$ cat src/rtl/mem_wb_pipe.sv
// MEM->WB pipeline register with DEPTH stages, stall/flush control and a
// forwarding lookup over every in-flight entry (youngest match wins).
module mem_wb_pipe #(
    parameter int DATA_W = 32,
    parameter int ADDR_W = 5,
    parameter int DEPTH  = 1
) (
    input  logic              clk,
    input  logic              rst,
    input  logic [ADDR_W-1:0] mem_dest_addr,
    input  logic              mem_wreg,
    input  logic [DATA_W-1:0] mem_dest_data,
    input  logic [DATA_W-1:0] mem_hi,
    input  logic [DATA_W-1:0] mem_lo,
    input  logic              mem_whilo,
    input  logic              stall_mem,
    input  logic              stall_wb,
    input  logic              flush,
    input  logic [ADDR_W-1:0] fwd_addr,
    output logic              fwd_hit,
    output logic [DATA_W-1:0] fwd_data,
    output logic              fwd_hilo_hit,
    output logic [DATA_W-1:0] fwd_hi,
    output logic [DATA_W-1:0] fwd_lo,
    output logic [ADDR_W-1:0] wb_dest_addr,
    output logic              wb_wreg,
    output logic [DATA_W-1:0] wb_dest_data,
    output logic [DATA_W-1:0] wb_hi,
    output logic [DATA_W-1:0] wb_lo,
    output logic              wb_whilo
);

    generate
        if (DEPTH < 1 || DEPTH > 4) begin : gen_bad_depth
            $error("mem_wb_pipe: DEPTH must be in 1..4");
        end
    endgenerate

    logic [DEPTH-1:0]  valid_q;
    logic [DEPTH-1:0]  wreg_q;
    logic [DEPTH-1:0]  whilo_q;
    logic [ADDR_W-1:0] addr_q [DEPTH];
    logic [DATA_W-1:0] data_q [DEPTH];
    logic [DATA_W-1:0] hi_q   [DEPTH];
    logic [DATA_W-1:0] lo_q   [DEPTH];

    // Stage 0 is youngest. A held WB stage freezes the whole pipe, which also
    // covers the stall_wb-without-stall_mem combination ctrl never issues.
    always_ff @(posedge clk or posedge rst) begin
        if (rst) begin
            for (int k = 0; k < DEPTH; k++) begin
                valid_q[k] <= 1'b0;
                wreg_q[k]  <= 1'b0;
                whilo_q[k] <= 1'b0;
                addr_q[k]  <= '0;
                data_q[k]  <= '0;
                hi_q[k]    <= '0;
                lo_q[k]    <= '0;
            end
        end else if (flush) begin
            for (int k = 0; k < DEPTH; k++) begin
                valid_q[k] <= 1'b0;
                wreg_q[k]  <= 1'b0;
                whilo_q[k] <= 1'b0;
                addr_q[k]  <= '0;
                data_q[k]  <= '0;
                hi_q[k]    <= '0;
                lo_q[k]    <= '0;
            end
        end else if (!stall_wb) begin
            for (int k = DEPTH - 1; k > 0; k--) begin
                valid_q[k] <= valid_q[k-1];
                wreg_q[k]  <= wreg_q[k-1];
                whilo_q[k] <= whilo_q[k-1];
                addr_q[k]  <= addr_q[k-1];
                data_q[k]  <= data_q[k-1];
                hi_q[k]    <= hi_q[k-1];
                lo_q[k]    <= lo_q[k-1];
            end
            if (stall_mem) begin
                valid_q[0] <= 1'b0;
                wreg_q[0]  <= 1'b0;
                whilo_q[0] <= 1'b0;
                addr_q[0]  <= '0;
                data_q[0]  <= '0;
                hi_q[0]    <= '0;
                lo_q[0]    <= '0;
            end else begin
                valid_q[0] <= 1'b1;
                wreg_q[0]  <= mem_wreg;
                whilo_q[0] <= mem_whilo;
                addr_q[0]  <= mem_dest_addr;
                data_q[0]  <= mem_dest_data;
                hi_q[0]    <= mem_hi;
                lo_q[0]    <= mem_lo;
            end
        end
    end

    // Scan oldest to youngest so the youngest matching stage overwrites last.
    always_comb begin
        fwd_hit      = 1'b0;
        fwd_data     = '0;
        fwd_hilo_hit = 1'b0;
        fwd_hi       = '0;
        fwd_lo       = '0;
        for (int k = DEPTH - 1; k >= 0; k--) begin
            if (valid_q[k] && wreg_q[k] && (addr_q[k] == fwd_addr) && (fwd_addr != '0)) begin
                fwd_hit  = 1'b1;
                fwd_data = data_q[k];
            end
            if (valid_q[k] && whilo_q[k]) begin
                fwd_hilo_hit = 1'b1;
                fwd_hi       = hi_q[k];
                fwd_lo       = lo_q[k];
            end
        end
    end

    assign wb_dest_addr = addr_q[DEPTH-1];
    assign wb_wreg      = wreg_q[DEPTH-1] & valid_q[DEPTH-1];
    assign wb_dest_data = data_q[DEPTH-1];
    assign wb_hi        = hi_q[DEPTH-1];
    assign wb_lo        = lo_q[DEPTH-1];
    assign wb_whilo     = whilo_q[DEPTH-1] & valid_q[DEPTH-1];

endmodule

$ cat config.mk
export PLATFORM = sky130hd
export DESIGN_NAME = mem_wb_pipe
export DESIGN_NICKNAME = d
export VERILOG_FILES = /design/src/rtl/mem_wb_pipe.sv
export SDC_FILE = /design/constraint.sdc
export NUM_CORES = 1
export LEC_CHECK = 0
export ABC_AREA = 1
export CORE_AREA = 3 3 119 121
export CTS_BUF_LIST = sky130_fd_sc_hd__clkbuf_4 sky130_fd_sc_hd__clkbuf_8 sky130_fd_sc_hd__clkbuf_16
export CTS_CLUSTER_DIAMETER = 80
export CTS_CLUSTER_SIZE = 28
export DETAILED_ROUTE_END_ITERATION = 8
export DIE_AREA = 0 0 122 124
export GPL_TIMING_DRIVEN = 0
export PLACE_DENSITY = 0.84
export SYNTH_ARGS = -nofsm -noshare
export SYNTH_HDL_FRONTEND = slang
export SYNTH_SLANG_ARGS = --single-unit
$ cat constraint.sdc
create_clock -name clk -period 9.55 [get_ports clk]
set_input_delay 1.91 -clock clk [delete_from_list [all_inputs] [get_ports clk]]
set_output_delay 1.91 -clock clk [all_outputs]
set_load 0.02 [all_outputs]
# Word-level counts from Yosys, hierarchy flattened

Cells that the tools add are included.

Bitwise gates (word level): 2
Eq/ne operators: 2
Muxes and demuxes: 26
Reductions and logical operators: 5

Operator list:

| cell                 | count |
|---|---|
| $mux W32             | 12 |
| $mux W5              | 3 |
| $mux W1              | 11 |
| $eq A5 B5 Y1         | 1 |
| $reduce_bool A5 Y1   | 1 |
| $logic_and A1 B1 Y1  | 4 |
| $and A1 B1 Y1        | 2 |
| $ne A2 B1 Y1 const B | 1 |

Logic and storage cells: 42
Register bits: 104
Output and inout bits: 201

# Longest topological paths before layout

Gate-level depths: netlist of run 1.

Depth after elaboration: 4
Gate-level depth with buffers: 7

# Worst setup path after synthesis of run 1

No wires, ideal clock.

Path kind: input to output
Start: input fwd_addr[1]
End: output fwd_data[0]
Data required time: 7640 ps
Data arrival time: 2765 ps
Stages on the path: 6
Setup slack: 4875 ps
Path through: inv_1 > nand2_1 > nand2_1 > nor2_2 > nand3_2 > nor3_1

Longest elaborated chain between the ends: 4
Elaborated cells on any way between the ends: 5

Ends and longest elaborated chain:

| item                    | RTL line | text |
|---|---|---|
| from (decl)             | 19       | `input logic [ADDR_W-1:0] fwd_addr,` |
| $eq A5 B5 Y1            | 108      | `if (valid_q[k] && wreg_q[k] && (addr_q[k] == fwd_addr) && (fwd_addr != '0)) begin` |
| $logic_and A1 B1 Y1     | 108      |  |
| $logic_and A1 B1 Y1 (*) | 108      |  |
| $mux W32 (*)            | 108      |  |
| to (decl)               | 21       | `output logic [DATA_W-1:0] fwd_data,` |

Mark *: on every way between the ends. The rest lies on a longest branch, timed or not.

# Final worst setup path of run 1

Start: input fwd_addr[1]
End: output fwd_data[27]

The elaborated chain is that of the path after synthesis.

==> results_dict.tcl, run 1 <==
set metrics [dict create \
    die-width_microns 122 \
    drt_iter0_drc 330 \
    synth_top_cell_by_area "dfrtp_1" \
    drv_slew 0 \
    track_usage 0.2381 \
    synth_common_cells "inv_1 (109), dfrtp_1 (104), nand3_1 (104), nor2_1 (67), o21ai_1 (60)" \
    numPortBuffers 313 \
    synth-seq-cells 104 \
    hold_end "whilo_q" \
    nFillCells 1116 \
    hold_viol_final 0 \
    ys_warn_count 0 \
    cp.arrival_ns 3.87 \
    synth_area_leaders "dfrtp_1 (52%), nand3_1 (10%), inv_1 (8.2%), o21ai_1 (6.0%), nor3_2 (5.8%)" \
    synth_xor_area_frac 0 \
    vias 5279 \
    ctsResizeCount 0 \
    cts_hold_buf 0 \
    clockBufferDepth 2 \
    dp_hpwl_microns 14100 \
    grt_start_max_net_pins 70 \
    firstDrtPassIters 5 \
    end_kind "output pin" \
    design.portCount 314 \
    maxCapViolations 0 \
    remaining_drc_errors 0 \
    setup-tns-final_ns 0 \
    syn_to_final_growth_pct 73.82 \
    ir_drop_v 0.00006630 \
    die_y_microns 124 \
    gp_congestion 0.8040 \
    hp-class "register to register" \
    design.core.area_sq_um 13190 \
    grt_pass1_vias 5133 \
    finalPower_mw 1.012 \
    synthAdderAreaFrac 0 \
    drive_above_1_share 0.09032 \
    yosysUniqueCellTypes 20 \
    post-route-min-period_ns 5.781 \
    syn_inst 589 \
    dieArea_sq_um 15130 \
    status "finished clean" \
    synth_top_area_share 0.5235 \
    cp.required_ns 7.64 \
    holdCritStartpoint "whilo_q" \
    rrSetupSlack_ns 8.78 \
    clk_pin_slew_worst_paths_ns 0.07 \
    ys_seq_area_frac 0.5235 \
    synth-compound-area-share 0.1065 \
    synth_edf_count 0 \
    row_count 42 \
    synthSimpleGateAreaFrac 0.2336 \
    r2r_start "valid_q" \
    power.density_nw_per_um2 117.1 \
    synthMuxAreaShare 0.003020 \
    relSlewSlack 0.5875 \
    antenna_found_initial 1 \
    fin_nets 1027 \
    root_buffer "clkbuf_16" \
    drt-wirelength-per-cell_microns 16.93 \
    max_freq_mhz 173.0 \
    period_share 0.6054 \
    multi_input_area_sq_um 1705 \
    setup.worst_path.class "input port to output pin" \
    rsz0062_at_grt "no" \
    vias_per_cell 4.817 \
    tightest_slew_ns 0.6188 \
    holdPathStages 2 \
    cts_tree "yes" \
    fin_skew_ns 0 \
    reg2reg_to "valid_q" \
    grt_pass1_wl_microns 27660 \
    cts_setup_buffers 0 \
    initial_core_util 0.3769 \
    synth_ff_type "dfrtp_1" \
    path_max_fanout 10 \
    worst_r2r_path_depth 1 \
    synth.avg_cell_area_sq_um 8.440 \
    async_reset_ff_frac 1.000 \
    synthesis.area_sq_um 4971 \
    start_kind "input port" \
    clk_latency_ns 0.34 \
    synth_top_family_by_area "simple AND/OR/NAND/NOR gates" \
    cts_buffers 9 \
    htree_levels 3 \
    ant_nets 0 \
    syn-num-nets 702 \
    clkSinkCount 104 \
    overflow 0 \
    regArea_sq_um 2603 \
    yosysMostFrequentCell "inv_1" \
    setup_violations 0 \
    drt_wl_total_microns 18560 \
    leakage_nw 3.346 \
]
-- stage by stage --
step	std cells	util	area [sq um]	setup slack, ns	hold WS, ns
final	1096	0.6551	8641	3.769	0.5430
after global routing	1096	0.6551	8641	3.646	0.5694
after CTS	1095	0.6549	8638	3.776	0.5462
after detailed placement	1079	0.6334	8354	3.798	0.5300
after global placement	1078	0.6311	8324	3.149	0.5233
after floorplan	589	-	4971	4.875	0.5047
-- routing by layer --
metal | GRT usage | wire length (microns) | share of wire | vias up
li1 | - | - | - | 2528
met1 | 0.2921 | 7266 | 0.39 | 2484
met2 | 0.4033 | 9232 | 0.50 | 242
met3 | 0.06812 | 1635 | 0.088 | 25
met4 | 0.08263 | 424 | 0.023 | 0
met5 | 0 | 0 | 0 | -
-- sequential cells by signal (all words and copies together), names as in the netlist --
name          count
whilo_q           1
wb_lo            32
wb_dest_data     32
valid_q           1
wreg_q            1
wb_hi            32
wb_dest_addr      5
-- layout make-up --
type                    count  share of cell area
repair buffers            314              0.3658
multi-input cells         327              0.1974
well taps                 176             0.02549
inverters                 111             0.04851
plain buffers              47             0.02853
flip-flops and latches    104              0.3012
diodes                      1           0.0002896
clock buffers              16             0.03287
-- worst max-delay path, stage by stage --
cell and delay, ns:
clkdlybuf4s50_1 0.50, inv_1 0.05, nand2_1 0.05, nand2_1 0.06, nor2_2 0.11, nand3_2 0.21
buf_6 0.23, nor3_2 0.11, clkdlybuf4s50_1 0.65
-- logic make-up (layout without fill, tap and decap cells) --
family	count (synthesis)	count (layout)
and+or+nand+nor	221	221
buffers and inverters	158	488
AOI/OAI and AO/OA	105	105
DFF	104	104
muxes	1	1
other	0	1
-- cell usage in the layout (no fill, tap or decap), drive strengths merged --
master	count
inv	111
nor2	69
o21ai	104
nor3	32
buf	34
clkdlybuf4s50	313
or2	1
diode	1
clkbuf	30
a21oi	1
mux2	1
nand2	14
nand3	105
dfrtp	104
-- worst max-delay path by stage --
stage	startpoint	end	slack, ns	cells past startpoint
global placement	rst	wb_dest_data[11]	3.15	2
CTS	fwd_addr[1]	fwd_data[27]	3.78	9
detailed placement	fwd_addr[1]	fwd_data[27]	3.80	9
finish	fwd_addr[1]	fwd_data[27]	3.77	9
global route	fwd_addr[1]	fwd_data[28]	3.65	9
floorplan	fwd_addr[1]	fwd_data[0]	4.87	6
-- where the power goes --
group	leakage, nW	internal [mW]	switching, mW	total (mW)
combinational	1.78	0.0874	0.0966	0.184
sequential	1.42	0.457	0.00937	0.466
clock	0.146	0.202	0.159	0.361
Power figures use the tool's default switching activity.
==> run 2: changes to the inputs <==
CORE_AREA = not set   (was 3 3 119 121)
CORE_ASPECT_RATIO = 1.5   (was not set)
CORE_MARGIN = 3   (was not set)
CORE_UTILIZATION = 33   (was not set)
DIE_AREA = not set   (was 0 0 122 124)
PLACE_DENSITY = 0.78   (was 0.84)
clock period = 4.85 ns   (was 9.55 ns; I/O delays follow)
==> run 2 against run 1 <==
  * Non-clock buffer count grew 1
  * Largest cell class unchanged
  * Cell area grew 0.94%
  * Combinational power grew 100%
  * Wire length grew 8.3%
  * Sequential share of layout area shrank 0.28 points
  * Die area grew 9.7%
==> results_dict.tcl, run 2 (synthesis gave the netlist of run 1 again) <==
set metrics [dict create \
    status "finished clean" \
    htree_levels 3 \
    drt-wirelength-per-cell_microns 18.03 \
    drv_slew 0 \
    setup-tns-final_ns 0 \
    die-width_microns 106.2 \
    end_kind "output pin" \
    crit_chain "clkdlybuf4s50_1, inv_1, nand2_1, nand2_1, nor2_2, nand3_2, buf_6, nor3_2, clkdlybuf4s50_1" \
    leakage_nw 3.368 \
    period_share 0.8092 \
    max_freq_mhz 254.8 \
    tightest_slew_ns 0.6189 \
    path_max_fanout 10 \
    vias_per_cell 4.791 \
    ir_drop_v 0.0001583 \
    final_cell_mix "clkdlybuf4s50_1 (313), inv_1 (108), nand3_1 (104), dfrtp_1 (104), nor2_1 (67)" \
    whs_ns 0.5400 \
    rsz0062_at_grt "no" \
    ctsResizeCount 0 \
    antenna_found_initial 1 \
    drive_above_1_share 0.09032 \
    critical_path.slowest_cell "clkdlybuf4s50_1" \
    syn_to_final_growth_pct 75.46 \
    power.density_nw_per_um2 240.5 \
    final_cells 1115 \
    placed_cells 1100 \
    cts_hold_buf 0 \
    cts_tree "yes" \
    final_common_cell "clkdlybuf4s50_1" \
    root_buffer "clkbuf_16" \
    gp_congestion 0.8885 \
    row_count 54 \
    design.core.area_sq_um 14660 \
    clk_pin_slew_worst_paths_ns 0.07 \
    vias 5342 \
    maxCapViolations 0 \
    cts_buffers 9 \
    grt_pass1_vias 5373 \
    remaining_drc_errors 0 \
    hp-class "register to register" \
    initial_core_util 0.3391 \
    finalPower_mw 2.097 \
    n_antenna_cell 0 \
    fin_nets 1028 \
    setup.worst_path.class "input port to output pin" \
    grt_pass1_wl_microns 29940 \
    design.portCount 314 \
    cts_setup_buffers 0 \
    grt_start_max_net_pins 38 \
    placed_cell_area_sq_um 8392 \
    clockBufferDepth 2 \
    cp.arrival_ns 2.95 \
    postLayoutCellArea_sq_um 8722 \
    hold_viol_final 0 \
    firstDrtPassIters 4 \
    die_y_microns 156.3 \
    relSlewSlack 0.5874 \
    dp_hpwl_microns 15450 \
    clkSinkCount 104 \
    dieArea_sq_um 16600 \
    critPathMaxStageDelay_ns 0.64 \
    drt_iter0_drc 258 \
    drt_wl_total_microns 20110 \
    clk_latency_ns 0.33 \
    overflow 0 \
    post-route-min-period_ns 3.925 \
    fin_skew_ns 0 \
    setup_violations 0 \
    numPortBuffers 313 \
    track_usage 0.2331 \
    start_kind "input port" \
    cp.required_ns 3.88 \
    ant_nets 0 \
]
[run 2: changes by cell type in the layout (fill, tap and decap cells not counted), sizes merged]
cell	before	now
bufinv	0	2
buf	34	35
clkinv	0	2
diode	1	0
clkbuf	30	25
[run 2: metrics by stage]
step | worst slack [ns] | util
after floorplan | 1.148 | -
after global placement | -0.7178 | 0.5695
after detailed placement | 0.9481 | 0.5724
after CTS | 0.9401 | 0.5949
after global routing | 0.8237 | 0.5949
final | 0.9254 | 0.5949
[run 2: worst paths after layout]
| kind | startpoint | to | slack, ns | depth (start not counted) |
|---|---|---|---|---|
| hold / removal | whilo_q | whilo_q | 0.54 | 2 |
| min in group asynchronous | rst | wb_hi[25] | 1.01 | 2 |
| setup reg to reg | valid_q | valid_q | 4.07 | 1 |
| setup / recovery | fwd_addr[0] | fwd_data[9] | 0.93 | 9 |
| hold reg to reg | whilo_q | whilo_q | 0.54 | 2 |
| max in group asynchronous | rst | wb_lo[11] | 3.02 | 4 |
[run 2: where the power goes]
part	leakage, nW	total [mW]	internal, mW	switching, mW
combinational	1.79	0.368	0.173	0.195
clock	0.162	0.812	0.480	0.332
sequential	1.42	0.917	0.900	0.0178
total	3.37	2.10	1.55	0.544
[run 2: area by class of cell]
cell class	instances	area, sq um
Tap cell	196	245.2
Fill cell	1362	5939
Buffer	47	246.5
Inverter	111	419.2
Clock buffer	11	252.7
Timing Repair Buffer	315	3173
Multi-Input combinational cell	327	1705
Sequential cell	104	2603
Clock inverter	4	77.57
[run 2: per-layer routing]
| metal | wire length (microns) | up-vias | share of wire | track usage |
|---|---|---|---|---|
| met3 | 1194 | 48 | 0.059 | 0.04953 |
| met1 | 7685 | 2526 | 0.38 | 0.2789 |
| li1 | - | 2523 | - | - |
| met5 | 12 | - | 0.00060 | 0 |
| met4 | 746 | 2 | 0.037 | 0.09753 |
| met2 | 10470 | 243 | 0.52 | 0.4053 |
[run 2: critical path, delay by kind of cell]
kind / cells / cell delay (ns)
buf+inv: 4 / 1.42
simple gates: 5 / 0.57
==> run 3: changes to the inputs <==
CORE_ASPECT_RATIO = not set   (was 1.5)
CORE_UTILIZATION = 37   (was 33)
PLACE_DENSITY = 0.83   (was 0.78)
clock period = 4 ns   (was 4.85 ns; I/O delays follow)
==> run 3 against run 2 <==
  * Critical path type unchanged
  * Worst setup slack got worse by 0.45 ns
  * Global-route usage rose by 1.8 points
  * Die area fell by 10%
  * Flip-flop and latch count did not move
==> results_dict.tcl, run 3 (synthesis gave the netlist of run 1 again) <==
set metrics [dict create \
    status "finished clean" \
    final_cell_mix "clkdlybuf4s50_1 (313), inv_1 (108), nand3_1 (104), dfrtp_1 (104), nor2_1 (67)" \
    cts_hold_buf 0 \
    ant_nets 0 \
    drv_slew 0 \
    firstDrtPassIters 4 \
    clkSinkCount 104 \
    critPathMaxStageDelay_ns 0.64 \
    syn_to_final_growth_pct 74.68 \
    track_usage 0.2509 \
    period_share 0.8811 \
    overflow 0 \
    grt_pass1_vias 5366 \
    initial_core_util 0.3861 \
    root_buffer "clkbuf_16" \
    n_antenna_cell 0 \
    clk_pin_slew_worst_paths_ns 0.07 \
    cp.arrival_ns 2.72 \
    drt_wl_total_microns 18710 \
    drt-wirelength-per-cell_microns 17.17 \
    grt_pass1_wl_microns 28840 \
    die_y_microns 121.9 \
    max_freq_mhz 283.7 \
    setup_ws_ns 0.4756 \
    htree_levels 3 \
    hold_viol_final 0 \
    design.portCount 314 \
    dieArea_sq_um 14860 \
    cp.required_ns 3.20 \
    remaining_drc_errors 0 \
    maxCapViolations 0 \
    holdPathStages 1 \
    ctsResizeCount 0 \
    hp-class "register to register" \
    power.density_nw_per_um2 294.1 \
    gp_congestion 0.8454 \
    cts_buffers 9 \
    design.core.area_sq_um 12880 \
    tightest_slew_ns 0.5830 \
    setup.worst_path.class "input port to output pin" \
    clockBufferDepth 2 \
    vias 5263 \
    leakage_nw 3.366 \
    dp_hpwl_microns 14420 \
    dp_worst_setup_slack_ns 0.4865 \
    cts_tree "yes" \
    critical_path.slowest_cell "clkdlybuf4s50_1" \
    start_kind "input port" \
    relSlewSlack 0.6114 \
    numPortBuffers 313 \
    fin_nets 1027 \
    ir_drop_v 0.0001621 \
    crit_chain "clkdlybuf4s50_1, inv_1, nand2_1, nand2_1, nor2_1, nand3_2, buf_6, nor3_2, clkdlybuf4s50_1" \
    multi_input_area_sq_um 1705 \
    vias_per_cell 4.828 \
    antenna_found_initial 0 \
    path_max_fanout 10 \
    rsz0062_at_grt "no" \
    drive_above_1_share 0.08932 \
    whs_ns 0.5433 \
    clk_latency_ns 0.35 \
    nFillCells 1047 \
    grt_start_max_net_pins 64 \
    setup-tns-final_ns 0 \
    die-width_microns 121.9 \
    regArea_sq_um 2603 \
    drt_iter0_drc 267 \
    worst_r2r_path_depth 1 \
    setup_violations 0 \
    cts_setup_buffers 0 \
    row_count 41 \
    final_common_cell "clkdlybuf4s50_1" \
    end_kind "output pin" \
    fin_skew_ns 0 \
    post-route-min-period_ns 3.524 \
]
[run 3: cell types whose count changed in the layout (fill, tap and decap cells not counted)]
| cell | change |
|---|---|
| buf_12 | -2 |
| clkbuf_8 | -2 |
| clkinv_2 | +2 |
| buf_16 | +1 |
| bufinv_16 | +1 |
| clkinv_4 | -1 |
[run 3: worst paths after layout]
check	startpoint	to	slack (ns)
max in group asynchronous	rst	wb_lo[7]	2.42
worst max-delay path	fwd_addr[3]	fwd_data[20]	0.48
worst max register to register	valid_q	valid_q	3.23
worst min register to register	valid_q	valid_q	0.54
worst min-delay path	valid_q	valid_q	0.54
min in group asynchronous	rst	wb_hi[25]	0.87
[run 3: worst max-delay path: cells and delay by family]
family	cells	cell delay, ns
and+or+nand+nor	5	0.54
buffers and inverters	4	1.39
[run 3: cell type report]
| class | instances | area share |
|---|---|---|
| repair buffers | 314 | 0.3640 |
| flip-flops and latches | 104 | 0.2997 |
| multi-input cells | 327 | 0.1964 |
| inverters | 111 | 0.04827 |
| plain buffers | 47 | 0.02839 |
| clock buffers | 9 | 0.02594 |
| well taps | 172 | 0.02478 |
| clock inverters | 6 | 0.01254 |
[run 3: through the flow]
step,instance area [sq um],cells,power (mW),utilization
after floorplan,4971,589,1.320,-
after global placement,8319,1074,1.564,0.6461
after detailed placement,8349,1075,1.574,0.6484
after CTS,8683,1090,2.575,0.6744
after global routing,8683,1090,2.661,0.6744
final,8683,1090,2.554,0.6744
[run 3: report_power, final]
| group | internal [mW] | total (mW) | switching, mW |
|---|---|---|---|
| Combinational | 0.209 | 0.438 | 0.230 |
| Clock | 0.607 | 1.00 | 0.394 |
| Sequential | 1.09 | 1.11 | 0.0223 |
[run 3: routing by layer]
layer	share of wire	wire length, microns	track usage	up-vias
met5	0	0	0	-
met4	0.033	625	0.1120	0
met3	0.073	1360	0.06082	43
met2	0.51	9480	0.4313	221
met1	0.39	7243	0.2979	2474
li1	-	-	-	2525
==> variant 1: new RTL, settings of run 2 <==
The parameter `ADDR_W` goes from 5 to 4.
--- a/src/rtl/mem_wb_pipe.sv
+++ b/src/rtl/mem_wb_pipe.sv
@@ -4,3 +4,3 @@
     parameter int DATA_W = 32,
-    parameter int ADDR_W = 5,
+    parameter int ADDR_W = 4,
     parameter int DEPTH  = 1
Interface: changed (resized fwd_addr, mem_dest_addr and wb_dest_addr); port bits go from 314 to 311. No check against the original RTL was run, so the function may have changed too.
==> variant 1 against run 2 <==
- synthesized area is 2.2% higher
- sequential share of layout area fell by 0.35 points
- setup slack improved by 96 ps
- sequential cell count down 1
- power decreased by 6.0%
- routed wire length decreased by 5.9%
- final cell count shrank 0.90%
- critical path type unchanged
- largest cell class unchanged
- die area up 2.1%
- via count decreased by 4.8%
- final area rose by 0.23%
==> variant 1: results (changes against run 2) <==
[status]
status=finished clean

[route]
met1_length_um=7379  ; -4.0%
route.met2.wl_um=10020  ; -4.3%
wire_per_inst_um=17.13  ; -5.0%
viasPerCell=4.604  ; -3.9%
first_iter_violations=193  ; -25%
top_layer=met4
vias=5087  ; -4.8%

[yosys]
syn_area_per_cell_sq_um=8.713  ; +3.2%
synthTopCellsByArea=dfrtp_1 51%, o21ai_2 12%, nand3_1 10%
syn_nets=694  ; -1.1%
synth_cell_types=17  ; -15%
synth_common_cells=109 x inv_1, 103 x dfrtp_1, 102 x nand3_1

[place]
place.gp.congestion=0.8785  ; -1.1%
dp_hpwl_um=14730  ; -4.7%
dp.cells=1090  ; -0.91%
port_buffers=310  ; -0.96%

[grt]
grt_pass1_wl_um=28040  ; -6.3%
antenna_found_initial=0  ; -1
grt_pass1_vias=5038  ; -6.2%
grt.total_usage_pct=21.46  ; -1.9 points

[worst_setup_path]
r2r_cells=2  ; +1
worstPathArrival_ps=2860  ; -90 ps
reg2reg_from=wb_dest_addr[2]
regToRegSetupSlack_ps=4080  ; about the same
timing.rr.end=wb_dest_addr[2]

[pwr]
ir_drop_v=0.0002072  ; +31%
leakage_nw=3.449  ; +2.4%

[worst_hold_path]
hold_path_end=wreg_q
min_from=wreg_q
holdPathStages=2  ; unchanged

[finish]
finalNetCount=1016  ; -1.2%

[die]
die_x_um=107.3  ; +1.0%

[sta]
worst_pin_slew_ps=612.7  ; -6.206 ps

variant 1: cell types whose count changed after synthesis, moves of 6 or more:
| cell | delta |
|---|---|
| o21ai_2 | +70 |
| nor2_2 | +20 |
| nor2_1 | +10 |
| o21ai_0 | -11 |
| buf_2 | -6 |
| nor3_2 | -29 |
| buf_6 | +7 |
| o21ai_1 | -60 |
variant 1: cell families (layout without fill, tap and decap cells):
group	Yosys count	in the layout	share of synthesized area [%]
AO/OA/AOI/OAI	103	103	15.32
flip-flops	103	103	50.74
buffers and inverters	156	482	13.65
AND/OR/NAND/NOR	221	221	20.30
variant 1: layout make-up:
| type | instances | area, sq um |
|---|---|---|
| plain buffers | 44 | 272.8 |
| fillers | 1302 | 6055 |
| flip-flops and latches | 103 | 2577 |
| multi-input cells | 324 | 1809 |
| repair buffers | 311 | 3131 |
| clock buffers | 11 | 252.7 |
| well taps | 196 | 245.2 |
| clock inverters | 4 | 31.28 |
| inverters | 112 | 422.9 |
variant 1: worst max-delay path by stage:
stage                     cells past startpoint               end  slack (ps)         from
after global routing                          9      fwd_data[10]         880  fwd_addr[0]
after global placement                        2  wb_dest_data[17]        -680          rst
final                                         9       fwd_data[9]        1020  fwd_addr[1]
after CTS                                     9      fwd_data[10]        1000  fwd_addr[1]
after floorplan                               1           valid_q        1180          rst
after detailed placement                      9      fwd_data[10]        1000  fwd_addr[1]
variant 1: worst max-delay path, cell delays in order:
cell,delay (ps)
clkdlybuf4s50_1,480
inv_1,40
nand2_1,50
nand2_1,60
nor2_2,120
nand3_2,190
buf_6,210
nor2_1,100
clkdlybuf4s50_1,640
variant 1: metal layers:
| layer | vias to the layer above | track usage, % |
|---|---|---|
| li1 | 2465 | - |
| met5 | - | 0 |
| met1 | 2396 | 25.45 |
| met3 | 27 | 4.447 |
| met2 | 199 | 38.68 |
| met4 | 0 | 6.703 |
variant 1: power breakdown:
part | switching (mW) | internal (mW)
Combinational | 0.187 | 0.174
Sequential | 0.0181 | 0.891
Clock | 0.327 | 0.375
variant 1: per-stage QoR:
step	worst slack [ps]	power (mW)	area, sq um	utilization (%)
floorplan	1176	1.085	5080	-
global placement	-684.6	1.282	8428	56.96
detailed placement	1004	1.289	8458	57.16
CTS	1003	1.991	8742	59.08
global route	884.5	2.052	8742	59.08
finish	1021	1.972	8742	59.08
==> variant 2: new RTL, flow settings as in run 2 <==
Made on the original files. Reset style: synchronous (`rst`), changed in one clocked block.
--- a/src/rtl/mem_wb_pipe.sv
+++ b/src/rtl/mem_wb_pipe.sv
@@ -48,3 +48,3 @@
     // covers the stall_wb-without-stall_mem combination ctrl never issues.
-    always_ff @(posedge clk or posedge rst) begin
+    always_ff @(posedge clk) begin
         if (rst) begin
Behaviour: differs if rst is asserted again (counterexample within 4 cycles, from zero or initial values and one cycle with rst high); with rst held inactive, the same outputs for 4 cycles.
==> variant 2 against run 2 <==
- power is 6.2% higher
- sequential share of layout area is 2.2 points higher
- clock skew stayed put
- synthesized cell count is 3.9% lower
- routed wire length is 18% lower
- via count is 16% lower
- sequential cell count stayed put
- setup slack better by 52 ps
- register-to-register slack better by 110 ps
- final area is 11% higher
- die area is 17% higher
- critical path depth stayed put
- synthesized area is 18% higher
==> variant 2: results (changes against run 2) <==
[yosys]
synth-edff-count=101  ; +101
synthArstFlopShare_pct=0  ; -100 points
synthTopCellsByArea=edfxtp_1 52%, nor2_4 15%, inv_1 13%
ys.flop_type=edfxtp_1
syn_nets=679  ; -3.3%
synth_warnings=0  ; unchanged
ys_seq_area_share_pct=52.56  ; +0.21 points
synth_cell_types=22  ; +10%
synth_common_cells=206 x inv_1, 101 x edfxtp_1, 91 x nor2_1

[route]
wl_um=16490  ; -18%
vias=4495  ; -16%
first_iter_violations=115  ; -55%

[place]
place.gp.congestion=0.8373  ; -5.8%
dp_hpwl_um=13330  ; -14%
dpl-instance-area_sq_mm=0.009319  ; +11%
dp_slack_ps=962.8  ; +14.74 ps

[grt]
grt_max_degree=68  ; +79%
grt_pass1_vias=4613  ; -14%
grt.total_usage_pct=16.68  ; -6.6 points
antenna_found_initial=2  ; +1
grt_pass1_wl_um=24850  ; -17%
overflow=0  ; unchanged

[finish]
drive_gt1_share_pct=17.75  ; +8.7 points
fill_cells=1519  ; +12%
finalNetCount=1004  ; -2.3%

[pwr]
leakage_nw=3.815  ; +13%
ir_drop_v=0.0001957  ; +24%

[clocking]
clk_latency_ps=330  ; about the same
htreeDepth=3  ; unchanged
clockRootBuffer=clkbuf_16

[worst_setup_path]
cp_max_fo=10  ; unchanged

[status]
status=finished clean

[sta]
maxSlewHeadroom_pct=66.24  ; +7.5 points
finClkSkew_ps=0  ; unchanged

==> variant 2: per-layer routing <==
metal  vias to the layer above  share of wire [%]  track usage [%]
li1                       2266                  -                -
met1                      2012                 35            17.33
met2                       184                 56            31.43
met3                        29                6.4            4.923
met4                         4                2.4            5.465
met5                         -               0.21                0
==> variant 2: where the power goes <==
| group | internal, mW | switching [mW] | total [mW] |
|---|---|---|---|
| Combinational | 0.190 | 0.186 | 0.376 |
| Sequential | 1.03 | 0.0273 | 1.06 |
| Clock | 0.467 | 0.328 | 0.795 |
==> variant 2: final cells by class <==
| type | instances | area, sq um | area share [%] |
|---|---|---|---|
| inverters | 207 | 777.0 | 8.059 |
| multi-input cells | 230 | 1715 | 17.79 |
| clock buffers | 11 | 240.2 | 2.492 |
| clock inverters | 5 | 82.58 | 0.8565 |
| well taps | 213 | 266.5 | 2.764 |
| plain buffers | 25 | 306.5 | 3.179 |
| flip-flops and latches | 104 | 3093 | 32.08 |
| repair buffers | 314 | 3161 | 32.78 |
==> variant 2: worst max-delay path, cell delays in order <==
cell and delay [ps]:
clkdlybuf4s50_1 500, inv_1 60, nand2_1 60, nand2_1 60, nor2_2 140, nand3_4 140, buf_6 190, nor3_2 150
clkdlybuf4s50_1 640
==> variant 2: cell families after synthesis <==
kind of cell	share of synthesized area, %
AOI/OAI and AO/OA	0.5316
DFF	52.56
buffers and inverters	18.41
and+or+nand+nor	28.49
==> variant 2: stage by stage <==
stage | utilization [%] | hold slack (ps) | instances | TNS, ps
2_1_floorplan | - | 456.6 | 566 | 0
3_3_place_gp | 53.29 | 474.8 | 1092 | -58100
3_5_place_dp | 53.49 | 490.9 | 1093 | 0
4_1_cts | 55.34 | 503.4 | 1109 | 0
5_1_grt | 55.34 | 531.7 | 1109 | 0
6_report | 55.34 | 500.2 | 1109 | 0
==> variant 2: worst paths after layout <==
kind | cells after the start | slack, ps | from | to
setup / recovery | 9 | 980 | fwd_addr[1] | fwd_data[6]
hold / removal | 2 | 500 | valid_q | valid_q
setup reg to reg | 2 | 4180 | whilo_q | whilo_q
hold reg to reg | 2 | 500 | valid_q | valid_q
